==> src/rtl/alu_seg_display_pkg.sv <==
// Shared constants for the ALU result display: digit count, blank codes and the
// active-low hex-to-7-segment table ({g,f,e,d,c,b,a}).
package alu_seg_display_pkg;

  localparam int          NUM_DIGITS = 8;
  localparam int          IDX_W      = $clog2(NUM_DIGITS);
  localparam logic [6:0]  SEG_BLANK  = 7'h7F;
  localparam logic [7:0]  ANS_OFF    = 8'hFF;

  // Entry 0 is the rightmost element.
  localparam logic [15:0][6:0] HEX7 = {
    7'h0E, 7'h06, 7'h21, 7'h46, 7'h03, 7'h08, 7'h10, 7'h00,
    7'h78, 7'h02, 7'h12, 7'h19, 7'h30, 7'h24, 7'h79, 7'h40
  };

endpackage

==> src/rtl/alu_seg_display_hex_to_seg7.sv <==
// Combinational nibble to active-low 7-segment pattern.
module hex_to_seg7
  import alu_seg_display_pkg::*;
(
  input  logic [3:0] nib_i,
  output logic [6:0] seg_o
);

  always_comb begin
    seg_o = HEX7[nib_i];
  end

endmodule

==> src/rtl/alu_seg_display.sv <==
// Captures the ALU result/overflow on load and scans it in hex across an
// 8-digit multiplexed 7-segment display, one digit per SCAN_DIV clocks.
module alu_seg_display
  import alu_seg_display_pkg::*;
#(
  parameter int SCAN_DIV = 100000,
  parameter bit BLANK_LZ = 1'b1
) (
  input  logic        clk_i,
  input  logic        rst_i,
  input  logic        load_i,
  input  logic [31:0] y_i,
  input  logic        overflow_i,
  output logic [7:0]  ans_o,
  output logic [6:0]  seg_o,
  output logic        dp_o,
  output logic        ovf_led_o
);

  localparam int DW = (SCAN_DIV > 1) ? $clog2(SCAN_DIV) : 1;

  logic [DW-1:0]    div_q, div_d;
  logic [IDX_W-1:0] idx_q, idx_d;
  logic [31:0]      val_q, val_d;
  logic             ovf_q, ovf_d;
  logic             tick;
  logic [31:0]      shifted;
  logic             blank;
  logic [6:0]       hex_seg;
  logic [7:0]       ans_d;
  logic [6:0]       seg_d;
  logic             dp_d;

  hex_to_seg7 u_hex (
    .nib_i (shifted[3:0]),
    .seg_o (hex_seg)
  );

  always_comb begin
    tick  = (div_q == DW'(SCAN_DIV - 1));
    div_d = tick ? '0 : div_q + DW'(1);
    idx_d = idx_q;
    if (tick) idx_d = (idx_q == IDX_W'(NUM_DIGITS - 1)) ? '0 : idx_q + IDX_W'(1);
    val_d = load_i ? y_i : val_q;
    ovf_d = load_i ? overflow_i : ovf_q;

    // Current digit sits in the low nibble; everything above it zero means a leading zero.
    shifted = val_q >> {idx_q, 2'b00};
    blank   = BLANK_LZ && (idx_q != '0) && (shifted == '0);
    ans_d   = blank ? ANS_OFF : ~(8'b1 << idx_q);
    seg_d   = blank ? SEG_BLANK : hex_seg;
    dp_d    = ~((idx_q == '0) && ovf_q);
  end

  always_ff @(posedge clk_i) begin
    if (rst_i) begin
      div_q     <= '0;
      idx_q     <= '0;
      val_q     <= '0;
      ovf_q     <= 1'b0;
      ans_o     <= ANS_OFF;
      seg_o     <= SEG_BLANK;
      dp_o      <= 1'b1;
      ovf_led_o <= 1'b0;
    end else begin
      div_q     <= div_d;
      idx_q     <= idx_d;
      val_q     <= val_d;
      ovf_q     <= ovf_d;
      ans_o     <= ans_d;
      seg_o     <= seg_d;
      dp_o      <= dp_d;
      ovf_led_o <= ovf_q;
    end
  end

endmodule

==> config.mk <==
export PLATFORM = sky130hd
export DESIGN_NAME = alu_seg_display
export DESIGN_NICKNAME = d
export VERILOG_FILES = /design/src/rtl/alu_seg_display_pkg.sv /design/src/rtl/alu_seg_display_hex_to_seg7.sv /design/src/rtl/alu_seg_display.sv
export SDC_FILE = /design/constraint.sdc
export NUM_CORES = 1
export LEC_CHECK = 0
export BUFFER_PORTS_ARGS = -buffer_cell sky130_fd_sc_hd__clkbuf_2
export CAP_MARGIN = 20
export CORE_ASPECT_RATIO = 1.4
export CORE_UTILIZATION = 51
export CTS_BUF_LIST = sky130_fd_sc_hd__clkbuf_16
export DETAILED_ROUTE_END_ITERATION = 8
export PLACE_DENSITY = 0.83
export REMOVE_ABC_BUFFERS = 1
export SLEW_MARGIN = 40
export SYNTH_ARGS = -nofsm -noshare
export SYNTH_HDL_FRONTEND = slang
export SYNTH_SLANG_ARGS = --single-unit
export TNS_END_PERCENT = 5
==> constraint.sdc <==
create_clock -name clk_i -period 2.3 [get_ports clk_i]
set_input_delay 0.69 -clock clk_i [delete_from_list [all_inputs] [get_ports clk_i]]
set_output_delay 0.69 -clock clk_i [all_outputs]
set_load 0.03 [all_outputs]
# Word-level counts from Yosys, hierarchy flattened
# Memory sizes are Yosys's and may differ from the RTL's. A register that Yosys moved wholly into a read port is not among the register bits.
# Cells that the tools add are included.
[word_totals]
register_bits = 63
romBits = 112
in_bits = 36
elab_cells = 24
mem_count = 1
[mem_list]
columns = ["memory", "words", "width", "rd", "rd_ports_with_merged_regs", "write_ports", "line_no", "text"]
rows = [
  ["(no name shown)", 16, 7, 1, 1, 0, "alu_seg_display_hex_to_seg7.sv:10", "seg_o = HEX7[nib_i];"],
]
[classes]
add_sub_neg = 2
n_eq_ne = 2
n_shift = 2
muxes = 1
bitwise_logic = 2
n_reduce_logical = 7
[op_table]
columns = ["operator", "n"]
rows = [
  ["$logic_not 32->1", 1],
  ["$shr 32x5->32", 1],
  ["$add 17x1->17 const B", 1],
  ["$eq 17x17->1 const B", 1],
  ["$not 8->8", 1],
  ["$shl 1x3->8 const A", 1],
  ["$reduce_or 2->1", 2],
  ["$add 3x1->3 const B", 1],
  ["$eq 3x3->1 const B", 1],
  ["$logic_not 3->1", 1],
  ["$mux 3", 1],
  ["$reduce_bool 3->1", 1],
  ["$logic_and 1x1->1", 2],
  ["$not 1->1", 1],
]

# Longest topological paths before layout
[depth]
word_depth = 4
mapped_depth = 13

# Cells and area by module
# Synthesis repeated with hierarchy kept, for this count alone.
[unflattened]
hier_cells = 364
hier_area_um2 = 3438.3
[modules_own_cells]
columns = ["module", "n_inst", "cells_each", "area_per_inst_um2"]
rows = [
  ["alu_seg_display", 1, 332, 3163.0],
  ["hex_to_seg7", 1, 32, 275.3],
]

# Worst setup path before layout
# No wires, ideal clock.
[synth_path]
path_type = "register to register"
from = "reg idx_q[0]"
to = "reg seg_o[3]"
t_arrival_ns = 2.378
required_ns = 2.173
slack_ns = -0.205
stages_incl_launch_ff = 9
n_path_buf = 2
synth_period_minus_slack_ns = 2.505
path_cell_list = "dfxtp_1 > buf_6 > buf_2 > mux4_2 > mux2i_1 > inv_1 > ha_1 > o211a_1 > or3_1"
[synth_via]
elab_chain_len = 4
[synth_lines]
columns = ["item", "line_no", "text"]
rows = [
  ["from (decl)", "alu_seg_display.sv:23", "logic [IDX_W-1:0] idx_q, idx_d;"],
  ["from (signal assigned)", "alu_seg_display.sv:67", "idx_q <= idx_d;"],
  ["$shr 32x5->32", "alu_seg_display.sv:48", "shifted = val_q >> {idx_q, 2'b00};"],
  ["$logic_not 32->1", "alu_seg_display.sv:49", "blank = BLANK_LZ && (idx_q != '0) && (shifted == '0);"],
  ["$logic_and 1x1->1", "alu_seg_display.sv:49", ""],
  ["$reduce_or 2->1 (no source line)", "-", ""],
  ["to (decl)", "alu_seg_display.sv:15", "output logic [6:0] seg_o,"],
]
# Several ways; a longest one is shown, not always the timed one.
# A chain may end at the register's enable or synchronous reset.

# Final worst setup path
[layout_path]
from = "reg idx_q[0]"
to = "reg ans_o[7]"
[layout_via]
elab_chain_len = 4
[layout_lines]
columns = ["item", "line_no", "text"]
rows = [
  ["$shr 32x5->32", "alu_seg_display.sv:48", ""],
  ["$logic_not 32->1", "alu_seg_display.sv:49", ""],
  ["$logic_and 1x1->1", "alu_seg_display.sv:49", ""],
  ["$reduce_or 2->1 (no source line)", "-", ""],
  ["to (signal assigned)", "alu_seg_display.sv:70", "ans_o <= ans_d;"],
  ["to (decl)", "alu_seg_display.sv:14", "output logic [7:0] ans_o,"],
]
# Several ways; a longest one is shown, not always the timed one.

==> impl_summary.md <==
Logic synthesis
The number of different library cells used by synthesis comes to between 40 and 50. Of the post-synthesis cell area, the dominant cell type holds 0.425. The dominant cell type by area after synthesis is sky130_fd_sc_hd__dfxtp_1. For this run, the register share of the synthesized area comes to 0.425. Yosys mapped a number of flops with a built-in enable equal to 0. The number of warnings issued by yosys is 0. In this run the cell area of the synthesized design comes to about 0.0033 mm^2.

Synthesis produced a netlist whose cell count is ~350. The most used flip-flop cell after synthesis is sky130_fd_sc_hd__dfxtp_1. For this run, asynchronously set or reset flops after synthesis account for 0. After synthesis the netlist holds a flip-flop and latch count of 70. Averaged over all synthesized cells, the footprint is approximately 9.5 um^2. After synthesis, the cell types taking the most area are sky130_fd_sc_hd__dfxtp_1 42%, sky130_fd_sc_hd__mux2i_1 12%, sky130_fd_sc_hd__nor2_1 7.7%.

Clock network
The number of buffers created by CTS is 9. The library cell used as clock root buffer is sky130_fd_sc_hd__clkbuf_16. The later pin in the worst-skew pair is clocked with a latency of roughly 0.33 ns.

The clock passes through at most 2 buffers. The number of levels the H-tree was split into is 3. The clock net in this run drives a total of 70 sinks.

The clock tree from TritonCTS is done. After clock tree synthesis, the clock-pin slew on the worst setup and hold paths is ~0.060 ns.

Setup path
The critical path class is flop to flop. The critical path contains buffers and inverters numbering 2 combined. The reg-to-reg critical path endpoint is ans_o[7]$_SDFF_PP1_.

The worst register-to-register path has a setup slack of roughly 0.045 ns. The startpoint type of the worst setup path is a flop. Traced cell by cell, the critical path runs through buf_12, buf_4, mux4_2, mux2_4, nor2b_4, a31oi_4, a21oi_4, nand2b_1.

The path depth of the worst reg2reg path is 8. In this run the worst path has a maximum fanout of 10. The worst endpoint required time is roughly 2.6 ns.

For the worst setup path, the data arrival time is roughly 2.5 ns. On the worst path, the slowest cell contributes a delay of roughly 0.53 ns. The type of destination of the critical path is a flop. The slowest library cell on the worst path is sky130_fd_sc_hd__mux4_2. Counting buffers and inverters, the worst setup path is 8 cells deep. Broken down by cell family, the worst path's largest delay share belongs to multiplexers.

The worst register-to-register path begins at idx_q[0]$_SDFFE_PP0P_.

STA
Setup repair after global routing could not meet its margin everywhere. Once routing completed, OpenROAD measured the worst setup slack at ~0.045 ns. Setup violations remaining at the end of the flow were counted as 0. The worst hold slack is around 0.43 ns. For the pin with the worst max-slew slack, the measured transition is just under 0.5 ns. The sum of negative setup slack is 0 ns. The number of max-slew violations in the final report is 0.

Static timing analysis puts the maximum clock frequency at roughly 440 MHz. Headroom to the max-slew limit came out at 0.671. The clock period could shrink to 2.25 ns. For the final database, setup skew stands at between 0.004 and 0.005 ns. The share of the cycle needed by the critical path after routing is 0.980.

The final count of hold timing violations was 0.

Place
The post-placement worst setup slack is -0.0271 ns. After detailed placement, the design holds a cell count of approximately 470. The post-DP HPWL is ~5.3 mm.

During placement, the flow inserted port buffers numbering between 50 and 60. Summing all placed instances gives a cell area of between 0.003 and 0.004 mm^2. The weighted congestion reported at the end of routability-driven placement is slightly above 0.9.

Floorplanning
From left edge to right edge, the die measures 70.0 um. The floorplan has 34 rows. The floorplan step defined a die boundary enclosing a little under 0.007 mm^2. In this run the count of I/O pins placed on the die edge is 53.

The core box area is roughly 0.0062 mm^2. For this configuration, the core starts out at a cell density of 0.531. The floorplan step set the die height to approximately 97 um.

Cells and area
Once layout is complete, the cells apart from fillers number ~490. The share of post-route cells with drive strength above 1 is 0.295. At the end of the flow the core is filled with cells to 0.671. Compared with the post-synthesis result, the final layout area differs by 26.3%. The count of inserted antenna diode cells is 0. The finished cells cover 0.00417 mm^2. In the final design database the tool counted 463 nets.

Drt
For this block, the initial DRC count from the detailed router was 130. The remaining design rule violation count is 0. The number of vias per cell after detailed routing is 5.76. Summing over every cut layer, the via total after detailed routing is 2,835. The number of iterations in the first detailed-routing pass is 4. The post-route antenna net violation count is 0.

After detailed routing, the average wire length per cell comes to approximately 16 um. The total wire length is about 8.0 mm.

Hold path
The worst hold path terminates at dp_o$_SDFF_PP1_. The startpoint of the tightest hold check path is ovf_q$_SDFFE_PP0P_. The class of the tightest hold or removal check is flop to flop. The count of cells along the worst hold path is 1.

Run
The number of maximum-capacitance constraint violations is 0.

Power and ir drop
In this run the power density over the cells is 730 mW/mm^2. IR analysis of the VDD net gives a maximum drop of just over 0.4 mV. The sum of internal, switching and leakage power is 3.04 mW. Summed over all cells, the static leakage comes to between 1.5 and 2 nW.

Run status
The flow ran to the end, and the final reports show no timing, DRC or antenna violations.

Global routing
Summed over all layers, the global routing overflow is 0. The first global-routing pass estimated around 13 mm of wire. The number of global-route vias before repair is 2,877.

For this run, the total global-route usage over all layers was measured as 0.248. The number of antenna violations at the first check in global routing is 0. Entering global routing, the biggest net connects 34 pins.
kinds of logic (layout without fill, tap and decap cells):
family | count (synthesis) | after routing | synth area share
buf+inv | 28 | 100 | 0.0379
xor+xnor | 14 | 14 | 0.0372
flops | 70 | 70 | 0.425
simple gates | 138 | 138 | 0.193
fa+ha+maj | 12 | 12 | 0.0455
compound gates | 34 | 35 | 0.0706
mux | 51 | 51 | 0.190
Yosys cell counts (2+ instances only):
library cell               instances
sky130_fd_sc_hd__dfxtp_1          70
sky130_fd_sc_hd__nor2_1           68
sky130_fd_sc_hd__mux2i_1          41
sky130_fd_sc_hd__nand2_1          19
sky130_fd_sc_hd__clkbuf_1         12
sky130_fd_sc_hd__ha_1             12
sky130_fd_sc_hd__nand3_1          12
sky130_fd_sc_hd__nor3_1           11
sky130_fd_sc_hd__xor2_1           10
sky130_fd_sc_hd__a21oi_1           8
sky130_fd_sc_hd__mux4_2            8
sky130_fd_sc_hd__inv_1             7
sky130_fd_sc_hd__nor4_1            6
sky130_fd_sc_hd__o21ai_0           5
sky130_fd_sc_hd__buf_2             4
sky130_fd_sc_hd__xnor2_1           4
sky130_fd_sc_hd__a221o_1           3
sky130_fd_sc_hd__nand2b_1          3
sky130_fd_sc_hd__o22ai_1           3
sky130_fd_sc_hd__or2_1             3
sky130_fd_sc_hd__a211oi_1          2
sky130_fd_sc_hd__a31oi_1           2
sky130_fd_sc_hd__and3_1            2
sky130_fd_sc_hd__buf_4             2
sky130_fd_sc_hd__inv_2             2
sky130_fd_sc_hd__nand3b_1          2
sky130_fd_sc_hd__nand4_1           2
sky130_fd_sc_hd__nor2b_1           2
sky130_fd_sc_hd__o21ai_1           2
sky130_fd_sc_hd__or3_1             2
sky130_fd_sc_hd__or3b_1            2
layout by cell type (no fill, tap or decap), drive strengths merged, types with 2 or more instances in the layout:
cell type / instances
o22ai: 3
nand2: 19
clkbuf: 61
or3b: 2
or3: 2
clkinv: 4
nor4: 6
nor3: 11
xor2: 10
inv: 10
or2: 3
and3: 2
mux4: 8
dfxtp: 70
o21ai: 7
a211oi: 2
xnor2: 4
a221o: 3
nand3b: 2
buf: 23
a21oi: 10
nand4: 2
nand3: 12
nor2b: 3
nor2: 68
a31oi: 2
ha: 12
mux2i: 42
nand2b: 3
how the worst max path moves through the flow:
stage	from	end	slack, ns
detailed placement	idx_q[0]$_SDFFE_PP0P_	seg_o[3]$_SDFF_PP1_	-0.03
CTS	idx_q[0]$_SDFFE_PP0P_	seg_o[3]$_SDFF_PP1_	0.001
global route	idx_q[0]$_SDFFE_PP0P_	seg_o[0]$_SDFF_PP1_	-0.05
floorplan	idx_q[0]$_SDFFE_PP0P_	seg_o[3]$_SDFF_PP1_	-0.54
global placement	idx_q[0]$_SDFFE_PP0P_	seg_o[3]$_SDFF_PP1_	0.05
finish	idx_q[0]$_SDFFE_PP0P_	ans_o[7]$_SDFF_PP1_	0.05
area by class of cell:
type	count	area, um^2
clock buffer	9	225
clock inverter	7	73.8
fill	477	2050
inverter	9	33.8
multi-input combinational	250	1880
sequential	70	1400
tap	72	90.1
timing repair buffer	75	462
power breakdown:
part	switching (mW)	leakage [nW]	internal [mW]
sequential	0.0453	0.576	1.27
combinational	0.202	1.06	0.162
clock	0.522	0.146	0.841
total	0.769	1.78	2.27
state kept, by name (all words and copies together), names as in the netlist:
signal / cells
val_q: 32
div_q: 17
dp_o: 1
ans_o: 8
idx_q: 3
ovf_led_o: 1
ovf_q: 1
seg_o: 7
metal layers:
layer	part of all wire	wire length, um	vias to the layer above	global-route usage
met5	0	0	-	0
met4	0.047	372	0	0.165
met3	0.051	406	37	0.0643
met2	0.54	4280	111	0.433
met1	0.37	2920	1331	0.255
li1	-	-	1356	-
what timing repair did:
item	4_1_cts	5_1_grt
buffers inserted	4	1
hold buffers	0	0
gates resized for setup	8	18
gates cloned	1	0
pin swaps	5	4
setup endpoints to repair	9	14
(Power assumes the default switching activity.)
